### config.mk
export PLATFORM = sky130hd
export DESIGN_NAME = pc_gen
export DESIGN_NICKNAME = d
export VERILOG_FILES = /design/src/rtl/core_pkg.sv /design/src/rtl/pc_target.sv /design/src/rtl/pc_gen.sv
export SDC_FILE = /design/constraint.sdc
export NUM_CORES = 1
export LEC_CHECK = 0
export BUFFER_PORTS_ARGS = -buffer_cell sky130_fd_sc_hd__buf_2
export CAP_MARGIN = 20
export CORE_MARGIN = 1.5
export CORE_UTILIZATION = 35
export CTS_BUF_LIST = sky130_fd_sc_hd__clkbuf_8
export CTS_CLUSTER_DIAMETER = 60
export DETAILED_ROUTE_END_ITERATION = 12
export SYNTH_ARGS = -nofsm -noshare
export SYNTH_HDL_FRONTEND = slang
export SYNTH_HIERARCHICAL = 1
export SYNTH_SLANG_ARGS = --single-unit
### constraint.sdc
create_clock -name clk -period 4.1 [get_ports clk]
set_input_delay 0.205 -clock clk [delete_from_list [all_inputs] [get_ports clk]]
set_output_delay 0.205 -clock clk [all_outputs]
set_load 0.005 [all_outputs]
### src/rtl/core_pkg.sv
// Shared front-end definitions: FSM state, redirect cause and fetch defaults.
package core_pkg;

  localparam int DEF_IALIGN = 4;
  localparam int DEF_STEP   = 4;

  typedef enum logic [1:0] {
    BOOT  = 2'd0,
    RUN   = 2'd1,
    SLEEP = 2'd2
  } state_t;

  // Reason for the redirect that produced the current pc_out; NONE otherwise.
  typedef enum logic [1:0] {
    NONE = 2'd0,
    TRAP = 2'd1,
    RET  = 2'd2,
    BR   = 2'd3
  } cause_t;

endpackage

### src/rtl/pc_target.sv
// Branch target computation: base + offset, bit0 clear for absolute (jalr)
// targets, and an alignment flag against the instruction alignment.
module pc_target
  import core_pkg::*;
#(
  parameter int WIDTH  = 32,
  parameter int IALIGN = DEF_IALIGN
) (
  input  logic             abs,
  input  logic [WIDTH-1:0] base,
  input  logic [WIDTH-1:0] offset,
  output logic [WIDTH-1:0] target,
  output logic             misalign
);

  logic [WIDTH-1:0] sum;

  // Adder, jalr-style clear and alignment check; IALIGN=2 only looks at bit0,
  // which is always zero for absolute targets.
  always_comb begin
    sum      = base + offset;
    target   = abs ? {sum[WIDTH-1:1], 1'b0} : sum;
    misalign = (IALIGN == 2) ? target[0] : target[1];
  end

endmodule

### src/rtl/pc_gen.sv
// Program counter generator for the fetch front end.
//
// Handshake: pc_out is a fetch request while pc_valid=1 and is consumed on a
// cycle with pc_valid=1 && pc_ready=1. Without a redirect, pc_out and pc_valid
// stay stable while pc_valid=1 && pc_ready=0. A redirect (trap, mret, aligned
// branch) may replace pc_out regardless of pc_ready; fetch_kill is then high
// for exactly the cycle the new pc_out appears, telling fetch to drop the old
// request.
module pc_gen
  import core_pkg::*;
#(
  parameter int               WIDTH     = 32,
  parameter logic [WIDTH-1:0] RESET_VEC = '0,
  parameter int               IALIGN    = DEF_IALIGN,
  parameter int               STEP      = DEF_STEP
) (
  input  logic             clk,
  input  logic             rst,
  input  logic             stall,
  input  logic             br_valid,
  input  logic             br_abs,
  input  logic [WIDTH-1:0] br_base,
  input  logic [WIDTH-1:0] br_offset,
  input  logic             trap_valid,
  input  logic [WIDTH-1:0] trap_vec,
  input  logic             ret_valid,
  input  logic [WIDTH-1:0] ret_epc,
  input  logic             wfi_req,
  input  logic             wake,
  output logic [WIDTH-1:0] pc_out,
  output logic             pc_valid,
  input  logic             pc_ready,
  output logic             fetch_kill,
  output logic             misalign,
  output logic [WIDTH-1:0] misalign_addr,
  output state_t           state,
  output cause_t           cause
);

  localparam logic [WIDTH-1:0] RET_MASK = ~WIDTH'(IALIGN - 1);
  localparam logic [WIDTH-1:0] STEP_W   = WIDTH'(STEP);

  logic [WIDTH-1:0] br_target;
  logic             br_misalign;
  logic [WIDTH-1:0] trap_target;
  logic [WIDTH-1:0] ret_target;

  pc_target #(
    .WIDTH  (WIDTH),
    .IALIGN (IALIGN)
  ) u_target (
    .abs      (br_abs),
    .base     (br_base),
    .offset   (br_offset),
    .target   (br_target),
    .misalign (br_misalign)
  );

  // Trap vectors are word aligned; mepc is cleared to instruction alignment.
  always_comb begin
    trap_target = {trap_vec[WIDTH-1:2], 2'b00};
    ret_target  = ret_epc & RET_MASK;
  end

  // Control FSM with registered outputs; redirects take priority in every
  // state except BOOT, where the pipeline is empty and requests are dropped.
  always_ff @(posedge clk) begin
    if (rst) begin
      state         <= BOOT;
      pc_out        <= RESET_VEC;
      pc_valid      <= 1'b0;
      fetch_kill    <= 1'b0;
      misalign      <= 1'b0;
      misalign_addr <= '0;
      cause         <= NONE;
    end else begin
      fetch_kill <= 1'b0;
      misalign   <= 1'b0;
      cause      <= NONE;
      if (state == BOOT) begin
        state    <= RUN;
        pc_valid <= 1'b1;
      end else if (trap_valid) begin
        pc_out     <= trap_target;
        fetch_kill <= 1'b1;
        cause      <= TRAP;
        state      <= RUN;
        pc_valid   <= 1'b1;
      end else if (ret_valid) begin
        pc_out     <= ret_target;
        fetch_kill <= 1'b1;
        cause      <= RET;
        state      <= RUN;
        pc_valid   <= 1'b1;
      end else if (br_valid && !br_misalign) begin
        pc_out     <= br_target;
        fetch_kill <= 1'b1;
        cause      <= BR;
      end else if (br_valid) begin
        misalign      <= 1'b1;
        misalign_addr <= br_target;
      end else if (state == RUN && pc_ready && !stall) begin
        pc_out <= pc_out + STEP_W;
        if (wfi_req) begin
          state    <= SLEEP;
          pc_valid <= 1'b0;
        end
      end else if (state == SLEEP && wake) begin
        state    <= RUN;
        pc_valid <= 1'b1;
      end
    end
  end

endmodule

==> qor.yml, run 1 <==
status:
  status: "finished clean"
cts:
  cts_max_level: 3
  clk_pin_slew_ns: 0.08
  clk_latency_ns: 0.38
  cts_resized: 0
  post_cts_buffers: 0
  cts_root_buffer: "clkbuf_8"
  clk_path_buf_depth: 2
  hold_buffers: 0
  cts_tree: "built"
  cts_buffers: 9
  cts.sinks: 70
global_route:
  gr-usage-met2_pct: 36.59
  overflow: 0
  grt_pass1_wl_um: 32910
  grt-busiest-layer: "met2"
  grt_max_degree: 72
  gr-usage-met1_pct: 33.25
  grt_pass1_vias: 6106
  use_met3_pct: 4.614
  grtUsageTotal_pct: 23.63
  antenna_found_initial: 0
setup_path:
  crit_chain: "buf_2, ha_1, fa_1, a211oi_1, o21bai_2, o22a_1, a21oi_1, o21a_1, o21ai_0, xor2_1, and2b_2, a221oi_1, o31a_1, o32ai_2"
  crit_required_ns: 4.37
  path_max_fanout: 4
  arrival_ns: 3.49
  critPathKind: "primary input to flop"
  cp_slowest_cell: "fa_1"
  slowest_delay_ns: 0.44
  end_kind: "flop"
  startpoint_type: "primary input"
  cp_top_family: "compound AO/OA/AOI/OAI gates"
  crit_buf_inv: 1
final_layout:
  antenna_cells: 0
  drive_gt1_share_pct: 26.91
  areaGrowthSynthToFinish_pct: 22.07
  postLayoutCoreUtil_pct: 43.37
  final_nets: 1136
detailed_routing:
  ant_nets: 0
  vias: 6727
  drt_iter0_drc: 571
  routedWlPerCell_um: 17.87
  drc: 0
  drt_wl_total_um: 21270
  firstDrtPassIters: 5
  via_per_inst: 5.653
timing:
  rsz0062_at_grt: "false"
  slew_viol_final: 0
  hold_viol: 0
  finalSetupViolCount: 0
  tightestPinTransition_ns: 0.8949
  period_needed_ns: 3.222
  fmax_ghz: 0.3104
  setup_tns_ns: 0
  skew_ns: 0.008675
  period_share_pct: 78.58
  slew_headroom_pct: 39.79
logic_synthesis:
  syn_avg_cell_area_um2: 7.414
  synth_fp_nets: 960
  synth_area_leader_cell: "dfxtp_1"
  ys_ff_latch: 70
  mappedNetlistArea_um2: 5849
  synthCells: 789
  synth_top_area_share_pct: 23.96
  yosysMostFrequentCell: "nand2_1"
  synth_common_cells: "nand2_1, a21oi_1, dfxtp_1"
  ys_seq_area_share_pct: 23.96
  synthTopCellsByArea: "dfxtp_1, a21oi_1, nand2_1"
  synth-edff-count: 0
  postSynth.asyncResetShare_pct: 0
  ys.flop_type: "dfxtp_1"
  yosysUniqueCellTypes: 88
  yosys_warnings: 6
floorplan:
  die_h_um: 132.3
  rows: 47
  die_w_um: 132.3
  initial_core_util_pct: 35.52
  ios: 209
  core-area_um2: 16470
  die_area_um2: 17500
pwr:
  p_leak_nw: 3.017
  power_density_nw_per_um2: 287.2
  vdd_drop_max_mv: 0.1538
run:
  cap_violations: 0
worst_hold_path:
  holdCritPathClass: "primary input to flop"
place:
  dp_hpwl_um: 16330
  gp_congestion: 0.9053
  port-buffer-count: 204
[flip-flops by register name, summed over array words and instances (netlist names)]
| signal | cells |
|---|---|
| cause | 2 |
| fetch_kill | 1 |
| misalign | 1 |
| misalign_addr | 32 |
| pc_out | 32 |
| state | 2 |
[layer usage]
layer  routed length (um)  share of wire, %
met1                 9749                46
met2                 9509                45
met3                 1646               7.7
met4                  364               1.7
met5                    0                 0
[layout by cell type (no fill, tap or decap), types with 4 or more instances in the layout]
| cell | Yosys | routed |
|---|---|---|
| mux2i_1 | 4 | 4 |
| nor3_1 | 15 | 14 |
| nor4_1 | 16 | 16 |
| nand2_1 | 125 | 125 |
| a21oi_1 | 97 | 97 |
| o211ai_1 | 4 | 4 |
| a31oi_1 | 12 | 11 |
| a211oi_1 | 8 | 8 |
| a221oi_1 | 6 | 6 |
| nor2_1 | 44 | 44 |
| buf_4 | 4 | 12 |
| clkbuf_8 | 5 | 9 |
| nand2b_1 | 8 | 8 |
| a22oi_1 | 11 | 11 |
| inv_1 | 15 | 15 |
| ha_1 | 32 | 32 |
| o32ai_1 | 4 | 4 |
| or3_1 | 4 | 4 |
| or4_1 | 4 | 4 |
| xor2_1 | 20 | 20 |
| a21o_1 | 12 | 12 |
| dfxtp_1 | 70 | 70 |
| o21ai_1 | 4 | 4 |
| and3_1 | 6 | 6 |
| nand3_1 | 23 | 23 |
| o21bai_1 | 4 | 4 |
| o31ai_1 | 6 | 6 |
| o21ai_0 | 57 | 57 |
| xnor2_1 | 12 | 12 |
| nand4_1 | 21 | 21 |
| buf_2 | 7 | 204 |
| nor2b_1 | 9 | 9 |
| o41ai_1 | 4 | 4 |
| a221o_1 | 4 | 4 |
| o21a_1 | 5 | 5 |
[cells by family after synthesis]
logic type	synth area share (%)
and+or+nand+nor	25.33
muxes	0.6845
adders and majority gates	7.187
AOI/OAI and AO/OA	31.79
buffers and inverters	6.267
xor gates and xnor gates	4.791
DFF	23.96
[cell type report]
type / count / area (um^2)
fillers: 1767 / 9325
multi-input cells: 653 / 4098
flip-flops and latches: 70 / 1401
repair buffers: 216 / 1111
well taps: 220 / 275.3
clock buffers: 9 / 123.9
clock inverters: 7 / 75.07
inverters: 15 / 56.30
[power by group]
group          switching (mW)  internal, mW  leakage [nW]
Sequential             0.0488         0.715         0.571
Clock                   0.310         0.281        0.0914
Combinational           0.418         0.278          2.35
Total                   0.776          1.27          3.02
[worst min-delay path, stage by stage]
cell	delay [ns]
buf_2	0.08
mux2i_1	0.05
a21oi_1	0.12
[final timing paths]
check	from	to	cells after the start	slack (ns)
hold / removal	trap_vec[3]	pc_out[3]	3	0.12
setup / recovery	br_offset[0]	pc_out[24]	14	0.88
hold reg to reg	misalign_addr[11]	misalign_addr[11]	2	0.46
setup reg to reg	pc_out[2]	pc_out[14]	6	1.56
[per-stage QoR]
stage / total power [mW] / hold slack, ns / cell area, um^2 / instances / setup WS, ns
final: 2.051 / 0.1241 / 7141 / 1190 / 0.8783
after global routing: 2.162 / 0.1318 / 7141 / 1190 / 0.7776
after CTS: 2.051 / 0.1110 / 7141 / 1190 / 0.9633
after detailed placement: 1.465 / 0.4437 / 6942 / 1174 / 0.5819
after global placement: 1.466 / 0.4420 / 6942 / 1174 / 0.5838
after floorplan: 1.224 / 0.3815 / 5849 / 789 / 1.182
Note: power is estimated with default switching activity, not from simulation.
==> run 2: changes to the inputs <==
- ABC_AREA: unset -> 1
- clock period: 4.1 -> 3.2 ns (I/O delays scaled with it)
==> run 2 against run 1 <==
Effect of this change: synthesized area up 12%; register-to-register slack lost 0.17 ns; sequential share of layout area shrank 1.9 points; critical path type unchanged; critical endpoint is now pc_out[3].
==> qor.yml, run 2 <==
floorplan:
  die_area_um2: 19590  # +12%
  core-area_um2: 18150  # +10%
  die_h_um: 140.0  # +5.8%
  rows: 49  # +4.3%
  ios: 209  # unchanged
  initial_core_util_pct: 36.18  # +0.65 points
  die_w_um: 140.0  # +5.8%
logic_synthesis:
  synth_area_leader_cell: "dfxtp_1"
  syn_avg_cell_area_um2: 5.810  # -22%
  mappedNetlistArea_um2: 6565  # +12%
  synth_common_cells: "nand2_1, inv_1, nor2_1"
  ys.flop_type: "dfxtp_1"
  synth_top_area_share_pct: 21.35  # -2.6 points
  synth-edff-count: 0  # unchanged
  ys_ff_latch: 70  # unchanged
  postSynth.asyncResetShare_pct: 0  # unchanged
  synthCells: 1130  # +43%
  yosys_warnings: 6  # unchanged
  ys_seq_area_share_pct: 21.35  # -2.6 points
  yosysUniqueCellTypes: 45  # -49%
  synth_fp_nets: 1301  # +36%
  synthTopCellsByArea: "dfxtp_1, nand2_1, inv_1"
  yosysMostFrequentCell: "nand2_1"
final_layout:
  fin_area_um2: 7913  # +11%
  postLayoutCoreUtil_pct: 43.60  # +0.24 points
  final_nets: 1485  # +31%
  drive_gt1_share_pct: 21.23  # -5.7 points
  areaGrowthSynthToFinish_pct: 20.53
  reg.largest.list: "misalign_addr: 32 flops, pc_out: 32 flops"
  mostFrequentLayoutCell: "nand2_1"
  final_cell_mix: "nand2_1, buf_2, inv_1"
pwr:
  power_density_nw_per_um2: 323.5  # +13%
  switching_share_pct: 39.13  # +1.3 points
  clkPwrFrac_pct: 25.5  # -3.3 points
  vdd_drop_max_mv: 0.1603  # +4.3%
  p_leak_nw: 4.239  # +41%
  seq_power_share_pct: 38.6  # +1.4 points
  pwr-share-comb_pct: 35.9  # +1.9 points
  switchingPower_mw: 1.002  # +29%
  power_mw: 2.560  # +25%
  p_int_mw: 1.558  # +22%
setup_path:
  startpoint_type: "primary input"
  crit_chain: "buf_2, ha_1, fa_1, inv_1, nand2_2, nand2_4, o21ai_4, nor2_8, inv_4, a21oi_1, nand2_1, o211ai_1, inv_2"
  cp_slowest_cell: "fa_1"
  critPathKind: "primary input to flop"
  path_max_fanout: 34  # +30
  crit_required_ns: 3.46  # -0.91 ns
  slowest_delay_ns: 0.50  # +0.06 ns
  arrival_ns: 2.37  # -1.12 ns
  end_kind: "flop"
timing:
  hold_viol: 0  # unchanged
  slew_viol_final: 0  # unchanged
  period_share_pct: 65.87
  period_needed_ns: 2.108
  finalWorstSetupSlack_ns: 1.092  # +0.2140 ns
  rsz0062_at_grt: "false"
  slew_headroom_pct: 52.59  # +13 points
  finalSetupViolCount: 0  # unchanged
  fmax_ghz: 0.4744
  setup_tns_ns: 0  # unchanged
  tightestPinTransition_ns: 0.7111  # -0.1838 ns
  skew_ns: 0.009761  # +0.001086 ns
cts:
  post_cts_buffers: 0  # unchanged
  cts_tree: "built"
  cts.sinks: 70  # unchanged
  cts_resized: 0  # unchanged
  clk_latency_ns: 0.37  # about the same
  hold_buffers: 0  # unchanged
  cts_buffers: 9  # unchanged
  clk_pin_slew_ns: 0.07  # about the same
  clk_path_buf_depth: 2  # unchanged
  cts_root_buffer: "clkbuf_8"
  cts_max_level: 3  # unchanged
run:
  cap_violations: 0  # unchanged
global_route:
  grt_pass1_wl_um: 33730  # +2.5%
  grtUsageTotal_pct: 21.72  # -1.9 points
  antenna_found_initial: 4  # +4
  grt_pass1_vias: 6853  # +12%
  overflow: 0  # unchanged
  grt_max_degree: 53  # -26%
place:
  place_area_um2: 7735  # +11%
  dp_hpwl_um: 17570  # +7.6%
  gp_congestion: 0.8829  # -2.5%
  port-buffer-count: 204  # unchanged
  dpl_worst_slack_ns: 0.7068  # +0.1249 ns
detailed_routing:
  via_per_inst: 4.779  # -15%
  vias: 7417  # +10%
  drc: 0  # unchanged
  firstDrtPassIters: 5  # unchanged
  ant_nets: 0  # unchanged
  drt_iter0_drc: 451  # -21%
  drt_wl_total_um: 21350  # +0.39%
  routedWlPerCell_um: 13.76  # -23%
worst_hold_path:
  holdCritPathClass: "primary input to flop"
status:
  status: "finished clean"
run 2: cell count changes in the layout (fill, tap and decap cells not counted), moves of 11 or more:
| cell | before | now |
|---|---|---|
| nand2_2 | 0 | 18 |
| inv_1 | 15 | 177 |
| a21o_1 | 12 | 1 |
| nand4_1 | 21 | 4 |
| nand2_1 | 125 | 360 |
| nand3_1 | 23 | 39 |
| nor2_1 | 44 | 109 |
| nor4_1 | 16 | 0 |
run 2: critical path, delay by kind of cell:
family	cells	cell delay [ns]
adder cells (fa/ha/maj)	2	0.73
AND/OR/NAND/NOR	4	0.67
buffers and inverters	4	0.45
AO/OA/AOI/OAI	3	0.34
run 2: final cells by class:
class | count | area (um^2)
clock buffer | 10 | 137.6
timing repair buffer | 210 | 1079
clock inverter | 6 | 30.03
sequential | 70 | 1401
fill | 2039 | 10230
inverter | 181 | 681.9
multi-input combinational | 842 | 4287
antenna | 4 | 10.01
tap | 229 | 286.5
run 2: path summary, 6_finish.rpt:
| kind | from | end | slack, ns | cells past startpoint |
|---|---|---|---|---|
| setup / recovery | br_offset[0] | pc_out[3] | 1.09 | 13 |
| hold / removal | trap_vec[5] | pc_out[5] | 0.09 | 3 |
| setup reg to reg | state[0] | pc_out[3] | 1.39 | 9 |
| hold reg to reg | misalign_addr[14] | misalign_addr[14] | 0.44 | 2 |
run 2: through the flow:
stage               std cells  hold slack, ns
floorplan                1130          0.3299
global placement         1532          0.4300
detailed placement       1532          0.4345
CTS                      1548         0.08379
global route             1552          0.1152
finish                   1552         0.08841
run 2: power by group through the flow:
stage	Sequential (mW)	Clock [mW]	Combinational, mW
finish	0.987	0.653	0.920
global route	0.994	0.696	1.05
CTS	0.985	0.664	0.924
detailed placement	1.01	0	0.921
global placement	1.00	0	0.914
floorplan	0.993	0	0.601
run 2: routing by layer:
metal	part of all wire [%]	vias up	global-route usage, %
met5	0	-	0
met4	2.7	0	8.532
met3	4.1	34	1.846
met2	46	200	36.03
met1	47	3259	29.28
li1	-	3924	-
run 2: cells by family after synthesis:
| family | synth area share [%] |
|---|---|
| AND/OR/NAND/NOR | 37.11 |
| XOR/XNOR | 3.735 |
| AO/OA/AOI/OAI | 17.97 |
| flip-flops | 21.35 |
| buffers and inverters | 13.44 |
| adder cells (fa/ha/maj) | 6.404 |
==> run 3: changes to the inputs <==
- clock period: 3.2 -> 2.1 ns (I/O delays scaled with it)
==> run 3 against run 2 <==
Effect of this change: flip-flop and latch count is the same; worst setup slack lost 0.82 ns; non-clock buffer count grew 87; final cell count grew 5.3%; power grew 84%; critical path type unchanged; critical path depth grew 4; global-route usage grew 1.1 points.
==> qor.yml, run 3 (synthesized netlist as in run 2, its figures left out) <==
cts:
  cts_buffers: 9  # unchanged
  cts.sinks: 70  # unchanged
  clk_latency_ns: 0.36  # about the same
  cts_tree: "built"
  cts_max_level: 3  # unchanged
  clk_path_buf_depth: 2  # unchanged
  clk_pin_slew_ns: 0.08  # about the same
  cts_root_buffer: "clkbuf_8"
pwr:
  vdd_drop_max_mv: 0.2718  # +69%
  p_leak_nw: 4.728  # +12%
  power_density_nw_per_um2: 539.1  # +67%
run:
  cap_violations: 0  # unchanged
final_layout:
  register_area_um2: 1401  # unchanged
  antenna_cells: 0  # -4
  fin_area_um2: 8740  # +10%
  multi_input_area_um2: 4293  # +0.15%
  mostFrequentLayoutCell: "nand2_1"
  finalNonFillerCells: 1634  # +5.3%
  final_nets: 1572  # +5.9%
  drive_gt1_share_pct: 26.26  # +5.0 points
  areaGrowthSynthToFinish_pct: 33.12
  reg.largest.list: "misalign_addr: 32 flops, pc_out: 32 flops"
  fillers: 1968  # -3.5%
  final_cell_mix: "nand2_1, buf_2, inv_1"
setup_path:
  crit_required_ns: 2.32  # -1.14 ns
  slowest_delay_ns: 0.44  # -0.06 ns
  arrival_ns: 2.05  # -0.32 ns
  ff2ff_path_depth: 11  # +2
  path_max_fanout: 4  # -88%
  r2r_start: "pc_out[2]"
  critPathKind: "primary input to flop"
  regToRegSetupSlack_ns: 0.35  # -1.04 ns
  path_common_cell: "nand2_1"
  crit_chain: "buf_2, ha_1, fa_1, nand3_1, nand3_1, nand2_1, nand2_2, nand2_2, nand2_2, nand2_1, nand2_1, nand2_1, nand2_1, a221oi_2, nand2_1, nand2_1, a21oi_1"
  r2r_end: "pc_out[26]"
  end_kind: "flop"
  cp_slowest_cell: "fa_1"
  startpoint_type: "primary input"
timing:
  slew_headroom_pct: 72.24  # +20 points
  tightestPinTransition_ns: 0.4164  # -0.2947 ns
  fmax_ghz: 0.5473
  whs_ns: 0.01624  # -0.07217 ns
  slew_viol_final: 0  # unchanged
  skew_ns: 0.01069  # +0.0009276 ns
  period_share_pct: 87.01
  hold_viol: 0  # unchanged
  finalSetupViolCount: 0  # unchanged
  period_needed_ns: 1.827
global_route:
  antenna_found_initial: 0  # -4
  use_met3_pct: 2.496  # +0.65 points
  grt_pass1_vias: 7204  # +5.1%
  gr-usage-met1_pct: 30.48  # +1.2 points
  grt_pass1_wl_um: 35680  # +5.8%
  grt_max_degree: 28  # -47%
  grt-busiest-layer: "met2"
  overflow: 0  # unchanged
  grtUsageTotal_pct: 22.86  # +1.1 points
  gr-usage-met2_pct: 39.04  # +3.0 points
place:
  port-buffer-count: 204  # unchanged
  place_area_um2: 8451  # +9.3%
  dp_hpwl_um: 18840  # +7.3%
  dp.cells: 1619  # +5.7%
  gp_congestion: 0.9323  # +5.6%
floorplan:
  die_w_um: 140.0  # unchanged
  die_h_um: 140.0  # unchanged
  initial_core_util_pct: 36.18  # unchanged
  ios: 209  # unchanged
  die_area_um2: 19590  # unchanged
  core-area_um2: 18150  # unchanged
  rows: 49  # unchanged
worst_hold_path:
  hold_path_end: "pc_out[17]"
  worstHoldPathCells: 3  # unchanged
  holdCritPathClass: "primary input to flop"
  min_from: "trap_vec[17]"
detailed_routing:
  drt_wl_total_um: 22150  # +3.7%
  drc: 0  # unchanged
  routedWlPerCell_um: 13.56  # -1.5%
  vias: 7694  # +3.7%
  drt_iter0_drc: 418  # -7.3%
  via_per_inst: 4.709  # -1.5%
  ant_nets: 0  # unchanged
  firstDrtPassIters: 5  # unchanged
status:
  status: "finished clean"
run 3: cell count changes in the layout (fill, tap and decap cells not counted), sizes merged:
cell,before,now
clkinv,3,1
clkinvlp,1,0
inv,183,181
buf,210,297
bufinv,0,5
clkbuf,10,9
diode,4,0
run 3: worst max-delay path by stage:
stage	from	slack (ns)	cells past startpoint	endpoint
2_1_floorplan	br_offset[0]	0.14	16	pc_out[20]
6_report	br_offset[0]	0.27	17	pc_out[20]
3_5_place_dp	br_offset[0]	-0.12	17	pc_out[20]
3_3_place_gp	br_offset[0]	-0.09	17	pc_out[20]
5_1_grt	br_offset[0]	-0.003	17	pc_out[20]
4_1_cts	br_offset[0]	0.25	17	pc_out[20]
run 3: power breakdown:
group          internal (mW)  total, mW  switching, mW
Sequential              1.41       1.50         0.0950
Combinational          0.711       1.63          0.918
Clock                   1.03       1.58          0.557
Total                   3.14       4.71           1.57
run 3: metal layers:
metal | wire, um | vias to the layer above
met5 | 0 | -
met4 | 435 | 0
met3 | 1004 | 29
met2 | 10280 | 188
met1 | 10430 | 3385
li1 | - | 4092
run 3: cell type report:
type,count,share of cell area (%)
Tap cell,229,3.278
Clock buffer,9,1.417
Timing Repair Buffer,297,20.53
Inverter,181,7.802
Clock inverter,6,1.818
Sequential cell,70,16.03
Multi-Input combinational cell,842,49.12
run 3: repair_timing:
| action | 4_1_cts | 5_1_grt |
|---|---|---|
| buffers inserted | 0 | 0 |
| setup endpoints to repair | 0 | 1 |
| gates resized for setup | 0 | 1 |
| hold buffers | 0 | 0 |
run 3: per-stage QoR:
step / worst slack [ns] / power (mW) / TNS, ns / utilization [%]
2_1_floorplan: 0.1437 / 2.429 / 0 / -
3_3_place_gp: -0.09121 / 3.149 / -0.4544 / 46.57
3_5_place_dp: -0.1182 / 3.159 / -0.7711 / 46.57
4_1_cts: 0.2528 / 4.732 / 0 / 48.12
5_1_grt: -0.002921 / 5.014 / -0.002921 / 48.16
6_report: 0.2728 / 4.712 / 0 / 48.16
run 3: worst max-delay path, delay by kind of cell:
family                     cells  cell delay, ns
and+or+nand+nor               12            0.91
buffers and inverters          1            0.10
adders and majority gates      2            0.65
AOI/OAI and AO/OA              2            0.29
